$ cat src/rtl/uart_tx_feeder.sv
// ---------------------------------------------------------------------------
// uart_tx_feeder
//
// Buffered front end for uart_tx. Bytes arrive on a back-pressured
// AXI-Stream slave, are held in a DEPTH-entry FIFO, and are handed to uart_tx
// one at a time as a single-cycle tx_tvalid pulse. The next byte is only
// offered after uart_tx reports tx_done (plus an optional idle gap). This
// lets a producer burst data without knowing anything about UART timing.
//
// Optional feature (macro UART_TX_FEEDER_TIMEOUT_EN):
//   When defined, WAIT_DONE runs a watchdog counter. If tx_done does not
//   arrive within TIMEOUT_CLKS clocks, timeout_err pulses for one cycle, the
//   byte is treated as sent, and the FSM returns to IDLE. When undefined, no
//   counter exists, WAIT_DONE waits forever and timeout_err is tied to 0.
//
// Parameters:
//   DEPTH        FIFO entries, power of two, >= 2
//   GAP_CLKS     idle clocks after tx_done before the next issue (0 = none)
//   TIMEOUT_CLKS tx_done watchdog length (only used with the macro)
//
// Ports:
//   clk            system clock, rising edge
//   rst_n          asynchronous active-low reset
//   s_axis_tdata   input byte
//   s_axis_tvalid  input byte valid
//   s_axis_tready  FIFO can accept (= !fifo_full, from registered state)
//   tx_tdata       byte presented to uart_tx, held until the next pop
//   tx_tvalid      one-cycle issue pulse to uart_tx
//   tx_busy        uart_tx busy
//   tx_done        uart_tx end-of-frame pulse
//   fifo_count     occupancy 0..DEPTH
//   fifo_empty     fifo_count == 0
//   fifo_full      fifo_count == DEPTH
//   timeout_err    one-cycle pulse on tx_done timeout
// ---------------------------------------------------------------------------
module uart_tx_feeder #(
  parameter int DEPTH        = 16,
  parameter int GAP_CLKS     = 0,
  parameter int TIMEOUT_CLKS = 1044
) (
  input  logic                     clk,
  input  logic                     rst_n,
  input  logic [7:0]               s_axis_tdata,
  input  logic                     s_axis_tvalid,
  output logic                     s_axis_tready,
  output logic [7:0]               tx_tdata,
  output logic                     tx_tvalid,
  input  logic                     tx_busy,
  input  logic                     tx_done,
  output logic [$clog2(DEPTH):0]   fifo_count,
  output logic                     fifo_empty,
  output logic                     fifo_full,
  output logic                     timeout_err
);

  localparam int AW = $clog2(DEPTH);
  // Gap counter runs 0..GAP_CLKS-1.
  localparam int GW = (GAP_CLKS > 1) ? $clog2(GAP_CLKS) : 1;

  localparam logic [1:0] ST_IDLE      = 2'd0;
  localparam logic [1:0] ST_ISSUE     = 2'd1;
  localparam logic [1:0] ST_WAIT_DONE = 2'd2;
  localparam logic [1:0] ST_GAP       = 2'd3;

  localparam logic [AW:0] DEPTH_C = (AW + 1)'(DEPTH);

  if (DEPTH < 2 || (DEPTH & (DEPTH - 1)) != 0 || GAP_CLKS < 0 || TIMEOUT_CLKS < 1)
  begin : g_bad_param
    $error("uart_tx_feeder: illegal parameter set");
  end

  logic [7:0]    mem_q [DEPTH];
  logic [AW-1:0] wr_ptr_q, wr_ptr_d;
  logic [AW-1:0] rd_ptr_q, rd_ptr_d;
  logic [AW:0]   count_q, count_d;
  logic [1:0]    state_q, state_d;
  logic [7:0]    tx_tdata_q, tx_tdata_d;
  logic          tx_tvalid_q, tx_tvalid_d;
  logic [GW-1:0] gap_cnt_q, gap_cnt_d;
  logic          push;
  logic          pop;

`ifdef UART_TX_FEEDER_TIMEOUT_EN
  localparam int TW = (TIMEOUT_CLKS > 1) ? $clog2(TIMEOUT_CLKS) : 1;
  logic [TW-1:0] to_cnt_q, to_cnt_d;
  logic          timeout_err_q, timeout_err_d;
`endif

  // Ready depends on registered occupancy only, so a pop in the same cycle
  // never opens a slot for a push while full.
  assign s_axis_tready = (count_q != DEPTH_C);
  assign fifo_count    = count_q;
  assign fifo_empty    = (count_q == '0);
  assign fifo_full     = (count_q == DEPTH_C);
  assign tx_tdata      = tx_tdata_q;
  assign tx_tvalid     = tx_tvalid_q;

  always_comb begin
    push        = s_axis_tvalid && s_axis_tready;
    pop         = 1'b0;
    state_d     = state_q;
    tx_tdata_d  = tx_tdata_q;
    gap_cnt_d   = gap_cnt_q;
`ifdef UART_TX_FEEDER_TIMEOUT_EN
    to_cnt_d      = to_cnt_q;
    timeout_err_d = 1'b0;
`endif

    case (state_q)
      ST_IDLE: begin
        // Pop decision uses start-of-cycle occupancy: no bypass from a push
        // landing in this same cycle.
        if (count_q != '0 && !tx_busy) begin
          pop        = 1'b1;
          tx_tdata_d = mem_q[rd_ptr_q];
          state_d    = ST_ISSUE;
        end
      end
      ST_ISSUE: begin
        state_d = ST_WAIT_DONE;
`ifdef UART_TX_FEEDER_TIMEOUT_EN
        to_cnt_d = '0;
`endif
      end
      ST_WAIT_DONE: begin
        if (tx_done) begin
          if (GAP_CLKS > 0) begin
            state_d   = ST_GAP;
            gap_cnt_d = '0;
          end else begin
            state_d = ST_IDLE;
          end
        end
`ifdef UART_TX_FEEDER_TIMEOUT_EN
        else if (to_cnt_q == TW'(TIMEOUT_CLKS - 1)) begin
          // Byte is considered sent; nothing is re-queued.
          timeout_err_d = 1'b1;
          state_d       = ST_IDLE;
        end else begin
          to_cnt_d = to_cnt_q + 1'b1;
        end
`endif
      end
      ST_GAP: begin
        if (gap_cnt_q == GW'(GAP_CLKS - 1)) begin
          state_d = ST_IDLE;
        end else begin
          gap_cnt_d = gap_cnt_q + 1'b1;
        end
      end
      default: state_d = ST_IDLE;
    endcase

    // The pulse is registered out of ISSUE, giving a glitch-free single
    // cycle strobe to uart_tx while tx_tdata is already stable.
    tx_tvalid_d = (state_q == ST_ISSUE);

    wr_ptr_d = push ? wr_ptr_q + 1'b1 : wr_ptr_q;
    rd_ptr_d = pop  ? rd_ptr_q + 1'b1 : rd_ptr_q;
    case ({push, pop})
      2'b10:   count_d = count_q + 1'b1;
      2'b01:   count_d = count_q - 1'b1;
      default: count_d = count_q;
    endcase
  end

  always_ff @(posedge clk) begin
    if (push) begin
      mem_q[wr_ptr_q] <= s_axis_tdata;
    end
  end

  always_ff @(posedge clk or negedge rst_n) begin
    if (!rst_n) begin
      wr_ptr_q    <= '0;
      rd_ptr_q    <= '0;
      count_q     <= '0;
      state_q     <= ST_IDLE;
      tx_tdata_q  <= 8'h00;
      tx_tvalid_q <= 1'b0;
      gap_cnt_q   <= '0;
    end else begin
      wr_ptr_q    <= wr_ptr_d;
      rd_ptr_q    <= rd_ptr_d;
      count_q     <= count_d;
      state_q     <= state_d;
      tx_tdata_q  <= tx_tdata_d;
      tx_tvalid_q <= tx_tvalid_d;
      gap_cnt_q   <= gap_cnt_d;
    end
  end

`ifdef UART_TX_FEEDER_TIMEOUT_EN
  always_ff @(posedge clk or negedge rst_n) begin
    if (!rst_n) begin
      to_cnt_q      <= '0;
      timeout_err_q <= 1'b0;
    end else begin
      to_cnt_q      <= to_cnt_d;
      timeout_err_q <= timeout_err_d;
    end
  end
  assign timeout_err = timeout_err_q;
`else
  assign timeout_err = 1'b0;
`endif

endmodule

$ cat config.mk
export PLATFORM = sky130hd
export DESIGN_NAME = uart_tx_feeder
export DESIGN_NICKNAME = d
export VERILOG_FILES = /design/src/rtl/uart_tx_feeder.sv
export SDC_FILE = /design/constraint.sdc
export NUM_CORES = 1
export LEC_CHECK = 0
export CAP_MARGIN = 15
export CORE_UTILIZATION = 50
export CTS_BUF_LIST = sky130_fd_sc_hd__clkbuf_16
export CTS_CLUSTER_DIAMETER = 200
export DETAILED_ROUTE_END_ITERATION = 7
export GPL_ROUTABILITY_DRIVEN = 0
export PLACE_DENSITY = 0.68
export REMOVE_ABC_BUFFERS = 1
export SLEW_MARGIN = 20
export SYNTH_ARGS = -nofsm -noshare
export SYNTH_HDL_FRONTEND = slang
export SYNTH_SLANG_ARGS = --single-unit
$ cat constraint.sdc
create_clock -name clk -period 4.5 [get_ports clk]
set_input_delay 0.675 -clock clk [delete_from_list [all_inputs] [get_ports clk]]
set_output_delay 0.675 -clock clk [all_outputs]
set_load 0.005 [all_outputs]
==> impl_metrics.tcl <==
set metrics [dict create \
    status "completed" \
    tightest_slew_ns 1.03 \
    layout.nets 398 \
    clk_pin_slew_worst_paths_ns 0.06 \
    met3_usage 0.0553 \
    cts-resized-gates 0 \
    fillers 920 \
    vias 3059 \
    syn_area_mm2 0.00625 \
    path_class "input pin to flip-flop" \
    fp.dieW_um 114 \
    leakagePower_nw 2.57 \
    grt_pass1_vias 3112 \
    ys_types 38 \
    hold_start "gap_cnt_q$_DFFE_PN0N_" \
    clock-skew-final_ns 0.00435 \
    syn_avg_cell_area_um2 18.6 \
    cts_tree "yes" \
    ys_ff_latch 153 \
    synth_edf_count 128 \
    setup_slack_ns 1.26 \
    drv_slew 0 \
    die_area_mm2 0.0130 \
    track_usage 0.199 \
    drc_errors 0 \
    use_met1 0.270 \
    fp-row-count 40 \
    grt_antenna_before_repair 0 \
    drt_iter0_markers 195 \
    holdWs_ns 0.473 \
    cts_num_sinks 153 \
    antenna_cells 0 \
    top_usage_layer "met2" \
    via_per_inst 5.50 \
    cts_buffers 17 \
    avgRoutedWirePerCell_um 20.8 \
    hold_viol 0 \
    power_density_mw_per_mm2 652 \
    crit_arrival_ns 3.54 \
    vdd_drop_max_uv 295 \
    clock.fmax_ghz 0.309 \
    die_h_um 114 \
    port-buffer-count 29 \
    fin_total_pwr_mw 4.76 \
    hp-class "flip-flop to flip-flop" \
    grt_pass1_wl_mm 18.1 \
    cp_max_fo 20 \
    setup_tns_ns 0 \
    place_inst 524 \
    rrSetupSlack_ns 1.29 \
    crit_start "tx_busy" \
    syn2layout_area_growth_pct 16.7 \
    finalNonFillerCells 556 \
    grt_use_met2 0.314 \
    hpwl_mm 7.17 \
    crit_required_ns 4.80 \
    end_kind "flip-flop" \
    postCtsSetupBuffers 0 \
    pre_cts_ws_ns 0.853 \
    clockBufferDepth 2 \
    ys_warn_count 0 \
    ant_nets 0 \
    rsz0062_at_grt "false" \
    synth_cells 337 \
    fin_crit_ns 3.24 \
    ios 31 \
    first_pass_iters 4 \
    initial_core_util 0.516 \
    core_area_mm2 0.0121 \
    max_cap_violations 0 \
    ctsHoldBuffers 0 \
    startpoint_type "input pin" \
    setup_viol 0 \
    ys_seq_area_frac 0.715 \
    yosys_most_used_dff "edfxtp_1" \
    clock_latency_ns 0.41 \
    synthArstFlopShare 0.163 \
    cts.htree.levels 4 \
    root_buffer "clkbuf_16" \
    grt_max_degree 26 \
    period_share 0.720 \
    grt.overflow.total 0 \
    drive_above_1_share 0.168 \
    r2r_start "fifo_count[0]$_DFFE_PN0P_" \
    drt_wl_total_mm 11.6 \
    maxSlewHeadroom 0.314 \
]
## power by group
part | total [mW] | internal, mW | switching (mW)
sequential | 2.04 | 1.77 | 0.271
combinational | 1.20 | 0.664 | 0.538
clock | 1.51 | 0.975 | 0.540
## logic make-up after synthesis
family                   synth area share
buffers and inverters              0.0312
flip-flops                          0.715
AO/OA/AOI/OAI                      0.0220
multiplexers                        0.154
adder cells (fa/ha/maj)            0.0212
other                            0.000600
XOR/XNOR                           0.0140
AND/OR/NAND/NOR                    0.0418
## sequential cells by signal (all words and copies together) (netlist names)
signal / count
tx_tvalid: 1
mem_q: 128
gap_cnt_q: 1
fifo_count: 5
state_q: 2
wr_ptr_q: 4
tx_tdata: 8
rd_ptr_q: 4
## through the flow
stage	instance area [µm²]	util
5_1_grt	7300	0.603
3_3_place_gp	6660	0.550
3_5_place_dp	6660	0.550
2_1_floorplan	6090	-
4_1_cts	7300	0.603
6_report	7300	0.603
## Yosys cell counts (2+ instances only)
library cell  instances  area share
clkbuf_1              4      0.0024
edfxtp_1            128        0.61
inv_1                10      0.0060
buf_2                 2      0.0016
mux2_2                8       0.014
o21ai_1              15       0.012
nand2b_1              3      0.0030
mux2i_1               9       0.014
buf_6                 5      0.0090
nor2_1               12      0.0072
nand4_1               2      0.0020
dfrtp_1              25        0.10
mux4_1               17       0.071
nor3_1                4      0.0032
buf_4                 3      0.0036
a21oi_1               3      0.0024
xnor2_1               8       0.011
mux4_2               15       0.054
nand2_1              30       0.018
nor2b_1               3      0.0030
ha_1                  9       0.018
xor2_1                2      0.0028
o21ai_0               5      0.0040
## area by class of cell
class                   count  area (µm²)  area share
clock buffers              17         425      0.0583
clock inverters            15         209      0.0286
inverters                  10        37.5     0.00514
multi-input cells         155        1590       0.218
flip-flops and latches    153        4470       0.613
well taps                 168         210      0.0288
repair buffers             38         358      0.0490
## per-layer routing
layer,routed length (µm),up-vias,share of wire
li1,-,1394,-
met2,5740,90,0.50
met1,5060,1564,0.44
met4,127,0,0.011
met3,648,11,0.056
met5,0,-,0
## cell usage in the layout, fill, tap and decap left out, drive strengths merged, types with 9 or more instances in the layout
cell type,n
o21ai,21
clkbuf,17
clkdlybuf4s50,29
inv,11
ha,9
nor2,12
buf,9
mux2i,9
nand2,30
mux4,32
edfxtp,128
dfrtp,25
## final timing paths
kind | end | depth (start not counted)
worst max-delay path | fifo_count[4]$_DFFE_PN0P_ | 12
worst min-delay path | state_q[1]$_DFFE_PN0P_ | 1
worst max register to register | fifo_count[4]$_DFFE_PN0P_ | 12
worst min register to register | state_q[1]$_DFFE_PN0P_ | 1
max in group asynchronous | rd_ptr_q[0]$_DFFE_PN0P_ | 2
min in group asynchronous | fifo_count[2]$_DFFE_PN0P_ | 2
## critical path, stage by stage
cell and delay [ns]:
clkdlybuf4s50_1 0.39, or4_1 0.47, buf_4 0.23, inv_1 0.13, ha_1 0.24, inv_1 0.10, fa_1 0.40, nor2b_1 0.11
o21ai_0 0.10, nand3_1 0.09, or3b_2 0.46, xnor2_1 0.14
Note: power is estimated with default switching activity, not from simulation.
==> variant 1, RTL diff (same settings) <==
The parameter `DEPTH` goes from 16 to 8.
--- a/src/rtl/uart_tx_feeder.sv
+++ b/src/rtl/uart_tx_feeder.sv
@@ -34,7 +34,7 @@
 //   timeout_err    one-cycle pulse on tx_done timeout
 // ---------------------------------------------------------------------------
 module uart_tx_feeder #(
-  parameter int DEPTH        = 16,
+  parameter int DEPTH        = 8,
   parameter int GAP_CLKS     = 0,
   parameter int TIMEOUT_CLKS = 1044
 ) (
Interface: changed (resized fifo_count); port bits go from 31 to 30. No check against the original RTL was run, so the function may have changed too.
==> variant 1 against the original RTL <==
  * The flow now finishes with violations (DRC)
  * Design area is 44% lower
  * Core utilization up 2.7 points
  * Clock skew is 0.0034 ns higher
  * Count of clock-buffer cells in the layout decreased by 8
  * Sequential cell count shrank 67
  * Area after synthesis down 45%
  * Combinational power is 42% lower
  * Worst setup slack better by 0.47 ns
  * Die area is 44% lower
  * Total power fell by 43%
  * Routed wire length decreased by 49%
  * Critical path type unchanged
  * Final cell count down 45%
==> variant 1: results (changes against the original RTL) <==
Net count, final 244 (was 398); Pre-antenna DRT Iters 6 (was 4); Synth top cells by count 64 x edfxtp_1, 22 x dfrtp_1, 17 x nand2_1 (was 128 x edfxtp_1, 30 x nand2_1, 25 x dfrtp_1); post-synthesis sequential area ratio 72.0% (was 71.5%); cts bufs inserted 9 (was 17); Starting DRT DRC Count 93 (was 195); vias per cell 5.52 (was 5.50); FMAX 361 MHz (was 309 MHz); first-pass GRT wire length 9560 um (was 18100 um); CP max-delay cell or4_4 (was or4_1); failing checks DRC; GRT Util Overall 18.9% (was 19.9%); Post-synth ARST share 25.6% (was 16.3%); vias in the first global route 1750 (was 3112); Hold/Removal Path Class in -> async (was reg -> reg); worst-margin pin slew 0.943 ns (was 1.03 ns); Largest register FFs 64 (was 128); GRT met1 Usage 24.9% (was 27.0%); status finished with violations (was finished clean); wire per inst 19.1 um (was 20.8 um); CTS H-Tree Depth 3 (was 4); port bufs 28 (was 29); Peak VDD IR 0.304 mV (was 0.295 mV); pre-CTS setup slack 1.40 ns (was 0.853 ns); Post-synth EDFFs 64 (was 128); DRC errors left 2 (was 0); largest net degree at the start of global routing 23 (was 26); layout cell share with drive strength beyond 1 17.7% (was 16.8%); worst-skew pair later-pin latency 0.34 ns (was 0.41 ns); synth unique cells 30 (was 38); r2r setup slk 1.95 ns (was 1.29 ns); M2 GR Usage 30.7% (was 31.4%); arrival time of the worst setup path 2.99 ns (was 3.54 ns)
==> variant 1: changes by cell type in the layout (fill, tap and decap cells not counted), sizes merged, moves of 5 or more <==
cell | before | now
inv | 11 | 5
nand2 | 30 | 17
o21ai | 21 | 11
clkbuf | 17 | 9
edfxtp | 128 | 64
buf | 9 | 4
mux4 | 32 | 16
nor2 | 12 | 4
mux2 | 8 | 2
==> variant 1: how the worst min path moves through the flow <==
stage	end	depth (start not counted)
finish	fifo_count[0]	1
global route	fifo_count[0]	1
CTS	tx_tdata[3]	2
detailed placement	tx_tdata[3]	2
global placement	state_q[1]	1
floorplan	fifo_count[0]	0
==> variant 1: metal layers <==
metal,vias up,part of all wire (%)
li1,793,-
met1,852,45
met2,46,50
met3,10,3.1
met4,0,2.0
met5,-,0
==> variant 1: final cells by class <==
class / count / area (sq um)
clock buffer: 9 / 225
clock inverter: 7 / 90.1
multi-input combinational: 94 / 890
timing repair buffer: 31 / 298
sequential: 86 / 2470
tap: 77 / 96.3
fill: 455 / 2410
inverter: 4 / 15.0
==> variant 1: stage by stage <==
| step | cell area [sq um] | utilization, % | instances | hold WS [ns] |
|---|---|---|---|---|
| 3_3_place_gp | 3780 | 58.1 | 292 | 0.463 |
| 3_5_place_dp | 3780 | 58.1 | 292 | 0.489 |
| 5_1_grt | 4090 | 62.9 | 308 | 0.350 |
| 4_1_cts | 4090 | 63.0 | 308 | 0.502 |
| 6_report | 4090 | 62.9 | 308 | 0.309 |
| 2_1_floorplan | 3370 | - | 184 | 0.379 |
==> variant 1: power breakdown <==
part | switching, mW | internal (mW) | leakage, nW
combinational | 0.275 | 0.417 | 0.477
clock | 0.290 | 0.483 | 0.158
sequential | 0.213 | 1.04 | 0.844
==> variant 1: kinds of logic after synthesis <==
kind of cell,after synthesis,share of synthesized area (%)
compound gates,15,2.22
xor+xnor,9,2.29
fa+ha+maj,5,1.82
buf+inv,13,2.40
flops,86,72.0
mux,26,13.5
other cells,1,0.109
simple gates,38,5.68
==> variant 1: worst register-to-register path, cell delays in order, from the launching register on <==
cell and delay (ns):
dfrtp_1 0.49, nor3_1 0.09, nand2_1 0.09, inv_1 0.06, nor2b_1 0.31, inv_1 0.21
ha_1 0.31, xor2_1 0.16, ha_1 0.18, a21oi_1 0.17, xor2_1 0.17, nor2_1 0.06
xor2_1 0.14
==> variant 2, RTL diff (same flow settings) <==
Made on the original files. Put one more register stage on the output `fifo_count`, cleared by the reset. The value now appears one clock later. The other outputs are not delayed to match.
--- a/src/rtl/uart_tx_feeder.sv
+++ b/src/rtl/uart_tx_feeder.sv
@@ -89,7 +89,13 @@
   // Ready depends on registered occupancy only, so a pop in the same cycle
   // never opens a slot for a push while full.
   assign s_axis_tready = (count_q != DEPTH_C);
-  assign fifo_count    = count_q;
+  always_ff @(posedge clk or negedge rst_n) begin
+    if (!rst_n) begin
+      fifo_count <= '0;
+    end else begin
+      fifo_count <= count_q;
+    end
+  end
   assign fifo_empty    = (count_q == '0);
   assign fifo_full     = (count_q == DEPTH_C);
   assign tx_tdata      = tx_tdata_q;
Formal check against the unedited RTL: not equivalent (a bounded check fails within 4 cycles, from zero or initial values and one cycle with rst_n low).
==> variant 2 against the original RTL <==
  * Core utilization decreased by 0.58 points
  * Worst setup slack lost 0.025 ns
  * Sequential share of layout area rose by 1.9 points
  * Synthesized cell count grew 1.5%
  * Worst hold slack got worse by 0.031 ns
  * Design area down 0.14%
  * Clock skew grew 0.00073 ns
  * Die area up 1.5%
  * Routed wire length decreased by 4.0%
  * Total power shrank 5.3%
  * Count of clock-buffer cells in the layout is the same
  * Area after synthesis increased by 1.5%
  * Sequential cell count grew 5
  * Critical endpoint is now count_q[4]
  * Largest power group unchanged
==> variant 2: results (changes against the original RTL) <==
Peak VDD IR 0.315 mV (was 0.295 mV); met2 routed WL 5490 um (was 5740 um); vias per cell 5.42 (was 5.50); synth top area cells edfxtp_1 61%, dfrtp_1 12%, mux4_1 7.0% (was edfxtp_1 61%, dfrtp_1 10%, mux4_1 7.1%); Gate power share 25.1% (was 25.3%); Hold Path Origin count_q[1] (was gap_cnt_q); Post-Route WL 11100 um (was 11600 um); CP max-delay cell or3b_2 (was or4_1); status finished clean (unchanged); GRT Util Overall 19.3% (was 19.9%); Crit Reg-Reg Endpoint count_q[4] (was fifo_count[4]); Fillers 938 (was 920); worst hold slack 0.442 ns (was 0.473 ns); crit-path max cell delay 0.45 ns (was 0.47 ns); Post-synth ARST share 19.0% (was 16.3%); HPWL after detailed placement 6810 um (was 7170 um); arrival time of the worst setup path 3.58 ns (was 3.54 ns); leak pwr 2.56 nW (was 2.57 nW); Net count, final 399 (was 398); Hold Path Sink fifo_count[1] (was state_q[1]); metal1 wirelength 4780 um (was 5060 um); via count 3021 (was 3059); largest net degree at the start of global routing 36 (was 26); layout cell share with drive strength beyond 1 15.7% (was 16.8%); clk_skew 0.00508 ns (was 0.00435 ns); clk pwr 1.22 mW (was 1.51 mW); post-synthesis sequential area ratio 72.4% (was 71.5%); vias in the first global route 3140 (was 3112); synth unique cells 36 (was 38); Int Pwr 3.18 mW (was 3.41 mW); Critical R2R Launch count_q[0] (was fifo_count[0]); first-pass GRT wire length 17400 um (was 18100 um)
## variant 2: cell types whose count changed after synthesis, sizes merged
| cell | unedited run | this run |
|---|---|---|
| clkbuf | 5 | 4 |
| dfrtp | 25 | 30 |
| buf | 13 | 15 |
| clkdlybuf4s15 | 1 | 0 |
## variant 2: cell type report
| type | count | area [sq um] | area share [%] |
|---|---|---|---|
| clock buffers | 17 | 425 | 5.84 |
| well taps | 168 | 210 | 2.88 |
| repair buffers | 34 | 328 | 4.50 |
| multi-input cells | 155 | 1600 | 22.0 |
| flip-flops and latches | 158 | 4600 | 63.1 |
| inverters | 10 | 37.5 | 0.515 |
| clock inverters | 15 | 85.1 | 1.17 |
## variant 2: routing by layer
metal | vias to the layer above | GRT usage [%]
li1 | 1394 | -
met3 | 29 | 5.66
met4 | 0 | 9.87
met5 | - | 0
met2 | 84 | 31.2
met1 | 1514 | 23.6
## variant 2: how the worst max path moves through the flow
stage | from | endpoint
floorplan | tx_busy | count_q[4]
global placement | tx_busy | count_q[4]
detailed placement | tx_busy | count_q[4]
CTS | count_q[0] | count_q[4]
global route | count_q[0] | count_q[4]
finish | count_q[0] | count_q[4]
## variant 2: cell families after synthesis
| family | count (synthesis) | synth area share [%] |
|---|---|---|
| adders and majority gates | 10 | 2.09 |
| other | 1 | 0.0591 |
| DFF | 158 | 72.4 |
| buffers and inverters | 29 | 2.56 |
| AOI/OAI and AO/OA | 26 | 2.17 |
| xor gates and xnor gates | 10 | 1.38 |
| and+or+nand+nor | 59 | 4.12 |
| muxes | 49 | 15.2 |
## variant 2: metrics by stage
stage / worst slack, ns / power (mW)
2_1_floorplan: 1.26 / 2.85
3_3_place_gp: 0.891 / 3.30
3_5_place_dp: 0.837 / 3.33
4_1_cts: 1.20 / 4.56
5_1_grt: 0.982 / 4.75
6_report: 1.23 / 4.50
